$ cat config.mk
export PLATFORM = sky130hd
export DESIGN_NAME = cache_axi_rd_arbiter
export DESIGN_NICKNAME = d
export VERILOG_FILES = /design/src/rtl/cache_axi_rd_arbiter.sv
export SDC_FILE = /design/constraint.sdc
export NUM_CORES = 1
export LEC_CHECK = 0
export ABC_AREA = 1
export ABC_CLOCK_PERIOD_IN_PS = 3000
export CORE_ASPECT_RATIO = 1.1
export CORE_MARGIN = 2
export CORE_UTILIZATION = 53
export CTS_BUF_LIST = sky130_fd_sc_hd__clkbuf_2
export CTS_CLUSTER_SIZE = 25
export DETAILED_ROUTE_END_ITERATION = 8
export GPL_TIMING_DRIVEN = 0
export PLACE_DENSITY = 0.94
export SETUP_SLACK_MARGIN = 0.2
export SLEW_MARGIN = 10
export SYNTH_ARGS = -nofsm -noshare
export SYNTH_HDL_FRONTEND = slang
export SYNTH_SLANG_ARGS = --single-unit
$ cat constraint.sdc
create_clock -name clk -period 3 [get_ports clk]
set_clock_uncertainty 0.2 [all_clocks]
set_input_delay 0.3 -clock clk [delete_from_list [all_inputs] [get_ports clk]]
set_output_delay 0.3 -clock clk [all_outputs]
set_load 0.005 [all_outputs]
$ cat src/rtl/cache_axi_rd_arbiter.sv
// Cache refill arbiter: icache/dcache miss requests share one AXI read port.
// Each refill is one 4-beat INCR burst of 32-bit beats packed into a 128-bit line.
// Ports:
//   clk, resetn (sync, active-low)
//   ic_rd_req/addr/rdy, ic_ret_valid/data : icache miss interface
//   dc_rd_req/addr/rdy, dc_ret_valid/data : dcache miss interface
//   arid/araddr/arlen/arsize/arburst/arvalid/arready : AXI AR channel
//   rdata/rlast/rvalid/rready : AXI R channel
// Build option: define RR_ARB_EN for round-robin arbitration on ties;
// otherwise the dcache has fixed priority.
module cache_axi_rd_arbiter #(
    parameter logic [3:0] IC_ARID = 4'd0,
    parameter logic [3:0] DC_ARID = 4'd1
) (
    input  logic         clk,
    input  logic         resetn,
    input  logic         ic_rd_req,
    input  logic [31:0]  ic_rd_addr,
    output logic         ic_rd_rdy,
    output logic         ic_ret_valid,
    output logic [127:0] ic_ret_data,
    input  logic         dc_rd_req,
    input  logic [31:0]  dc_rd_addr,
    output logic         dc_rd_rdy,
    output logic         dc_ret_valid,
    output logic [127:0] dc_ret_data,
    output logic [3:0]   arid,
    output logic [31:0]  araddr,
    output logic [7:0]   arlen,
    output logic [2:0]   arsize,
    output logic [1:0]   arburst,
    output logic         arvalid,
    input  logic         arready,
    input  logic [31:0]  rdata,
    input  logic         rlast,
    input  logic         rvalid,
    output logic         rready
);

    typedef enum logic [1:0] {
        IDLE = 2'd0,
        AR   = 2'd1,
        R    = 2'd2,
        RET  = 2'd3
    } state_t;

    state_t         state;
    state_t         state_nxt;
    logic [1:0]     cnt;
    logic [127:0]   line;
    logic [127:0]   line_nxt;
    logic           grant_dc;
    logic           last_dc;
    logic           pick_dc;
    logic           accept;
    logic           beat;

    // Line offset bits are irrelevant: refills are always line-aligned.
    logic unused_offs;
    assign unused_offs = ^{ic_rd_addr[3:0], dc_rd_addr[3:0]};

    assign arlen   = 8'd3;
    assign arsize  = 3'd2;
    assign arburst = 2'b01;

    assign accept = (state == IDLE) && (ic_rd_req || dc_rd_req);
    assign beat   = (state == R) && rvalid;

    // Winner selection when in IDLE; a lone requester always wins.
`ifdef RR_ARB_EN
    assign pick_dc = dc_rd_req && (!ic_rd_req || !last_dc);
`else
    assign pick_dc = dc_rd_req;
`endif

    // Current line with the incoming beat merged into word cnt.
    always_comb begin
        line_nxt = line;
        line_nxt[{cnt, 5'b0} +: 32] = rdata;
    end

    // State register
    always_ff @(posedge clk) begin
        if (!resetn) begin
            state <= IDLE;
        end else begin
            state <= state_nxt;
        end
    end

    // Next-state logic
    always_comb begin
        state_nxt = state;
        unique case (state)
            IDLE: if (accept) state_nxt = AR;
            AR:   if (arready) state_nxt = R;
            R:    if (rvalid && rlast) state_nxt = RET;
            RET:  state_nxt = IDLE;
            default: state_nxt = IDLE;
        endcase
    end

    // Output logic
    always_comb begin
        ic_rd_rdy    = (state == IDLE);
        dc_rd_rdy    = (state == IDLE);
        arvalid      = (state == AR);
        rready       = (state == R);
        ic_ret_valid = (state == RET) && !grant_dc;
        dc_ret_valid = (state == RET) && grant_dc;
    end

    // Datapath: request latch, beat packing, return registers.
    always_ff @(posedge clk) begin
        if (!resetn) begin
            cnt         <= 2'd0;
            line        <= '0;
            araddr      <= '0;
            arid        <= '0;
            grant_dc    <= 1'b0;
            last_dc     <= 1'b0;
            ic_ret_data <= '0;
            dc_ret_data <= '0;
        end else begin
            if (accept) begin
                grant_dc <= pick_dc;
                arid     <= pick_dc ? DC_ARID : IC_ARID;
                araddr   <= pick_dc ? {dc_rd_addr[31:4], 4'b0}
                                    : {ic_rd_addr[31:4], 4'b0};
            end
            if (beat) begin
                line <= line_nxt;
                cnt  <= cnt + 2'd1;
                // Capture the finished line so it is on ret_data during RET.
                if (rlast) begin
                    if (grant_dc) dc_ret_data <= line_nxt;
                    else          ic_ret_data <= line_nxt;
                end
            end
            if (state == RET) begin
                last_dc <= grant_dc;
                cnt     <= 2'd0;
            end
        end
    end

endmodule

==> results of run 1 <==
-- report_power, final --
| group | internal [µW] | switching [µW] | total (µW) |
|---|---|---|---|
| combinational | 1980 | 2850 | 4830 |
| sequential | 6210 | 393 | 6610 |
| clock | 1360 | 2370 | 3730 |
-- cell type report --
cell class,instances,area (µm²)
multi-input combinational,1968,8299
buffer,202,1136
inverter,589,2211
clock inverter,23,132.6
clock buffer,143,715.7
antenna,4,10.01
timing repair buffer,451,4517
fill,2895,11140
sequential,417,8351
tap,494,618.1
-- cell usage after synthesis, drive strengths merged, types with 2 or more instances --
| cell type | instances |
|---|---|
| a21oi | 125 |
| dfxtp | 417 |
| buf | 167 |
| nand4 | 2 |
| conb | 2 |
| nand2 | 656 |
| o21ai | 62 |
| clkbuf | 36 |
| ha | 9 |
| inv | 588 |
| nand3 | 444 |
| nor2 | 649 |
-- worst reg2reg max path, stage by stage (launching register included) --
cell	delay, ns
dfxtp_1	0.39
buf_4	0.19
inv_2	0.12
ha_1	0.21
buf_2	0.16
clkinv_1	0.17
buf_2	0.23
nand2_1	0.08
nor2_1	0.34
nand2_1	0.17
nand3_1	0.15
nand2_1	0.07
inv_1	0.05
-- metal layers --
metal | routed length, µm | up-vias | global-route usage
met5 | 0 | - | 0
met4 | 5764 | 0 | 0.2570
met3 | 7756 | 385 | 0.07861
met2 | 30960 | 1381 | 0.5564
met1 | 25830 | 9810 | 0.4121
li1 | - | 10620 | -
-- how the worst max path moves through the flow --
stage	startpoint	slack (ns)	endpoint	cells past startpoint
3_5_place_dp	cnt[0]	0.25	ic_ret_data[20]	10
4_1_cts	state[0]	0.12	ic_rd_rdy	4
2_1_floorplan	cnt[0]	0.83	line[127]	13
5_1_grt	state[1]	0.11	ic_rd_rdy	4
3_3_place_gp	cnt[0]	0.29	ic_ret_data[21]	10
6_report	state[1]	0.20	ic_rd_rdy	4
-- flip-flops by register name, summed over array words and instances (netlist names) --
signal	count
line	128
ic_ret_data	128
grant_dc	1
dc_ret_data	128
araddr	28
state	2
cnt	2
-- cell families after synthesis --
family	after synthesis	synth area share
simple gates	1751	0.3591
buf+inv	792	0.1683
other cells	2	0.0003771
flops	417	0.4192
compound gates	188	0.04738
fa+ha+maj	9	0.005655
-- through the flow --
step                worst slack, ns  instance area, µm²  std cells  hold slack [ns]  power (µW)
finish                       0.2045               25990       4291          0.06442       15170
global route                 0.1126               25990       4291          0.05579       16000
CTS                          0.1221               25960       4287         0.003074       14980
detailed placement           0.2506               24440       4055           0.2711       11210
global placement             0.2862               24440       4055           0.2625       11050
floorplan                    0.8278               19980       3177           0.2799        9433
-- what timing repair did --
action,CTS,global route
hold buffers,67,0
setup buffers,0,0
setup endpoints to repair,75,5
resized for setup,2,6
hold endpoints to repair,50,0
pin swaps,0,0
==> flow_metrics.env, run 1 <==
export IMPL_synth_edf_count=0
export IMPL_grt_max_degree=16
export IMPL_ir_worst_vdd_mv=0.2901
export IMPL_syn2layout_area_growth_pct=30.52
export IMPL_routed_via_count=22190
export IMPL_ys_ff_latch=417
export IMPL_slowest_stage="clkdlybuf4s50_1"
export IMPL_clkTransAtPathRegs_ns=0.11
export IMPL_drc_errors=0
export IMPL_initial_core_util=0.5363
export IMPL_vias_per_cell=5.172
export IMPL_wire_per_inst_um=16.38
export IMPL_fmax_mhz=357.7
export IMPL_r2r_end="dc_ret_data[108]"
export IMPL_p_per_area_nw_per_um2=583.7
export IMPL_overflow=0
export IMPL_synth_flop_cell="dfxtp_1"
export IMPL_synthCells=3159
export IMPL_cts_sinks=417
export IMPL_required_ns=2.50
export IMPL_final_nets=3845
export IMPL_endpoint_kind="primary output"
export IMPL_hold_viol_final=0
export IMPL_cpPeakStageDelay_ns=0.48
export IMPL_cts_path_max_buffers=3
export IMPL_die_y_um=207.3
export IMPL_drt_iter0_drc=2335
export IMPL_portBuffers=384
export IMPL_finalCritPeriodShare=0.9318
export IMPL_first_global_vias=21230
export IMPL_cts_tree="done"
export IMPL_final_util=0.7000
export IMPL_critPathKind="register to primary output"
export IMPL_synth_seq_area_share=0.4192
export IMPL_core_area_um2=37130
export IMPL_die_area_um2=39140
export IMPL_worstPathCellList="inv_1 -> ha_4 -> buf_4 -> clkdlybuf4s50_1"
export IMPL_min_from="rdata[4]"
export IMPL_fin_crit_ns=2.795
export IMPL_syn_cell_area_um2=19910
export IMPL_avgSynthCellArea_um2=6.304
export IMPL_reg2reg_slack_ns=0.31
export IMPL_dieWidth_um=188.8
export IMPL_tns_ns=0
export IMPL_final_common_cell="nand2_1"
export IMPL_outcome="finished clean"
export IMPL_holdPathStages=5
export IMPL_root_buffer="clkbuf_2"
export IMPL_cp_num_buf_inv=3
export IMPL_most_common_layout_cells="654 x nand2_1, 645 x nor2_1, 581 x inv_1"
export IMPL_hold_path_class="input port to register"
export IMPL_wl_mm=70.30
export IMPL_maxCapViolCount=0
export IMPL_synth_top_area_share=0.4192
export IMPL_yosysWarningCount=0
export IMPL_slew_headroom=0.5656
export IMPL_drive_gt1_frac=0.08621
export IMPL_hold_path_endpoint="ic_ret_data[4]"
export IMPL_cpLargestDelayFamily="buffers and inverters"
export IMPL_grt_pass1_wl_mm=108.2
export IMPL_ff2ff_path_depth=12
export IMPL_rsz0062_at_grt="true"
export IMPL_cts_buffers_inserted=104
export IMPL_rows=74
export IMPL_p_leak_uw=0.01300
export IMPL_cts_htree_levels=3
export IMPL_dp_hpwl_mm=50.69
export IMPL_place_congestion=0.9751
export IMPL_clk_insertion_delay_late_ns=1.08
export IMPL_ios=414
export IMPL_async_flop_share=0
export IMPL_worstReg2RegStart="cnt[0]"
export IMPL_ant_nets=0
export IMPL_crit_arrival_ns=2.30
export IMPL_dr_pass1_iters=8
export IMPL_ys_types=23
export IMPL_grt_usage=0.3491
export IMPL_finalSetupViolCount=0
export IMPL_drv_slew=0
export IMPL_synth_area_leaders="dfxtp_1 42%, nand2_1 12%, nor2_1 12%"
export IMPL_crit_fanout=6
export IMPL_synth_top_area_cell="dfxtp_1"
export IMPL_worstMarginPinSlew_ns=0.6516
export IMPL_start_kind="register"
export IMPL_antenna_found_initial=2
No activity file was read; power rests on OpenSTA's default activity.
==> inputs of run 2 (changes only) <==
- ABC_CLOCK_PERIOD_IN_PS: 3000 -> 2800
- CAP_MARGIN: unset -> 20
- clock period: 3 -> 2.8 ns (I/O delays scaled with it)
==> run 2 against run 1 <==
  * Clock power increased by 7.2%
  * Sequential share of layout area decreased by 0.15 points
  * Final cell count rose by 0.16%
  * Clock-buffer cell count unchanged
  * Via count grew 0.95%
  * Cell area is 0.55% higher
  * Combinational power up 8.9%
  * Highest routed layer unchanged
==> flow_metrics.env, run 2 (synthesized netlist as in run 1, its figures left out) <==
export IMPL_tns_ns=0
export IMPL_final_common_cell="nand2_1"
export IMPL_antenna_found_initial=2
export IMPL_place_congestion=0.9751
export IMPL_dr_pass1_iters=6
export IMPL_syn2layout_area_growth_pct=31.23
export IMPL_p_per_area_nw_per_um2=625.6
export IMPL_cpMostUsedCell="dlygate4sd3_1"
export IMPL_start_kind="input port"
export IMPL_clkTransAtPathRegs_ns=0.09
export IMPL_overflow=0
export IMPL_top_regs="dc_ret_data (128), ic_ret_data (128), line (128)"
export IMPL_cts_tree="done"
export IMPL_cts_buffers_inserted=104
export IMPL_finalCritPeriodShare=0.9214
export IMPL_rows=74
export IMPL_critPathKind="input port to register"
export IMPL_first_global_vias=21360
export IMPL_core_area_um2=37130
export IMPL_worstPathCellList="dlygate4sd3_1 -> clkdlybuf4s50_1 -> clkbuf_4 -> nor2_1 -> nand2_2 -> nand3_1 -> dlygate4sd3_1 -> nand2_1 -> inv_1 -> nor2_1 -> dlygate4sd3_1"
export IMPL_ir_worst_vdd_mv=0.3087
export IMPL_initial_core_util=0.5363
export IMPL_drv_slew=0
export IMPL_cts_path_max_buffers=3
export IMPL_required_ns=3.46
export IMPL_worstMarginPinSlew_ns=0.6679
export IMPL_crit_arrival_ns=3.24
export IMPL_drt_iter0_drc=2353
export IMPL_rsz0062_at_grt="false"
export IMPL_grt_usage=0.3528
export IMPL_nFillCells=2870
export IMPL_reg2reg_slack_ns=0.22
export IMPL_worstReg2RegStart="state[1]"
export IMPL_slew_headroom=0.5547
export IMPL_dp_hpwl_mm=50.69
export IMPL_crit_start="dc_rd_req"
export IMPL_maxCapViolCount=0
export IMPL_outcome="finished clean"
export IMPL_routed_via_count=22400
export IMPL_cts_htree_levels=3
export IMPL_die_area_um2=39140
export IMPL_hold_viol_final=0
export IMPL_die_y_um=207.3
export IMPL_most_common_layout_cells="653 x nand2_1, 634 x nor2_1, 580 x inv_1"
export IMPL_endpoint_kind="register"
export IMPL_hold_path_class="input port to register"
export IMPL_clk_insertion_delay_late_ns=1.07
export IMPL_fin_crit_ns=2.580
export IMPL_grt_max_degree=16
export IMPL_drive_gt1_frac=0.09050
export IMPL_crit_end="state[1]"
export IMPL_r2r_end="state[1]"
export IMPL_ff2ff_path_depth=9
export IMPL_wl_mm=71.06
export IMPL_dieWidth_um=188.8
export IMPL_cts_sinks=417
export IMPL_cpPeakStageDelay_ns=0.60
export IMPL_dpl_cell_area_um2=24440
export IMPL_slowest_stage="dlygate4sd3_1"
export IMPL_root_buffer="clkbuf_2"
export IMPL_fmax_mhz=387.6
export IMPL_portBuffers=384
export IMPL_design_area_um2=26130
export IMPL_p_leak_uw=0.01305
export IMPL_crit_fanout=10
export IMPL_ant_nets=0
export IMPL_grt_pass1_wl_mm=109.2
export IMPL_finalSetupViolCount=0
export IMPL_wire_per_inst_um=16.53
export IMPL_vias_per_cell=5.212
export IMPL_ios=414
export IMPL_final_nets=3853
export IMPL_drc_errors=0
-- run 2: worst max-delay path, delay by kind of cell --
family	cells	cell delay, ns
buf+inv	6	2.50
simple gates	5	0.44
-- run 2: metal layers --
metal,track usage,up-vias,wire (µm)
li1,-,10610,-
met1,0.4152,9987,26140
met2,0.5644,1422,31750
met3,0.07844,384,7700
met4,0.2600,0,5481
met5,0,-,0
-- run 2: through the flow --
stage / util / power (µW) / std cells / hold WS, ns / setup WS [ns]
detailed placement: 0.6583 / 12010 / 4055 / 0.2711 / 0.05061
global route: 0.7038 / 17240 / 4298 / 0.04607 / 0.1898
CTS: 0.7014 / 16070 / 4294 / 0.005757 / 0.09395
floorplan: - / 10110 / 3177 / 0.2799 / 0.6278
global placement: 0.6583 / 11840 / 4055 / 0.2625 / 0.08622
finish: 0.7038 / 16350 / 4298 / 0.07262 / 0.2200
-- run 2: worst min-delay path by stage --
| stage | startpoint | to | slack (ns) | depth (start not counted) |
|---|---|---|---|---|
| finish | rdata[3] | line[3] | 0.07 | 5 |
| global route | rdata[29] | line[29] | 0.05 | 5 |
| CTS | rdata[19] | dc_ret_data[83] | 0.006 | 7 |
| detailed placement | araddr[25] | araddr[25] | 0.27 | 2 |
| global placement | araddr[11] | araddr[11] | 0.26 | 2 |
| floorplan | araddr[10] | araddr[10] | 0.28 | 2 |
-- run 2: area by class of cell --
| type | instances | area, µm² | area share |
|---|---|---|---|
| Buffer | 202 | 1139 | 0.04357 |
| Clock inverter | 23 | 132.6 | 0.005075 |
| Timing Repair Buffer | 459 | 4589 | 0.1756 |
| Inverter | 589 | 2225 | 0.08513 |
| Sequential cell | 417 | 8357 | 0.3198 |
| Tap cell | 494 | 618.1 | 0.02365 |
| Antenna cell | 3 | 7.507 | 0.0002873 |
| Clock buffer | 143 | 715.7 | 0.02739 |
| Multi-Input combinational cell | 1968 | 8349 | 0.3195 |
-- run 2: timing repair --
item,in CTS,in global routing
hold buffers,73,0
cloned,0,0
endpoints found under the setup margin,273,107
gates resized for setup,12,26
hold endpoints to repair,58,0
pin swaps,1,1
setup buffers,1,1
-- run 2: report_power, final --
part | leakage (µW) | total [µW] | switching, µW | internal (µW)
clock | 0.000655 | 4000 | 2540 | 1460
combinational | 0.00901 | 5260 | 3120 | 2140
sequential | 0.00338 | 7090 | 425 | 6660
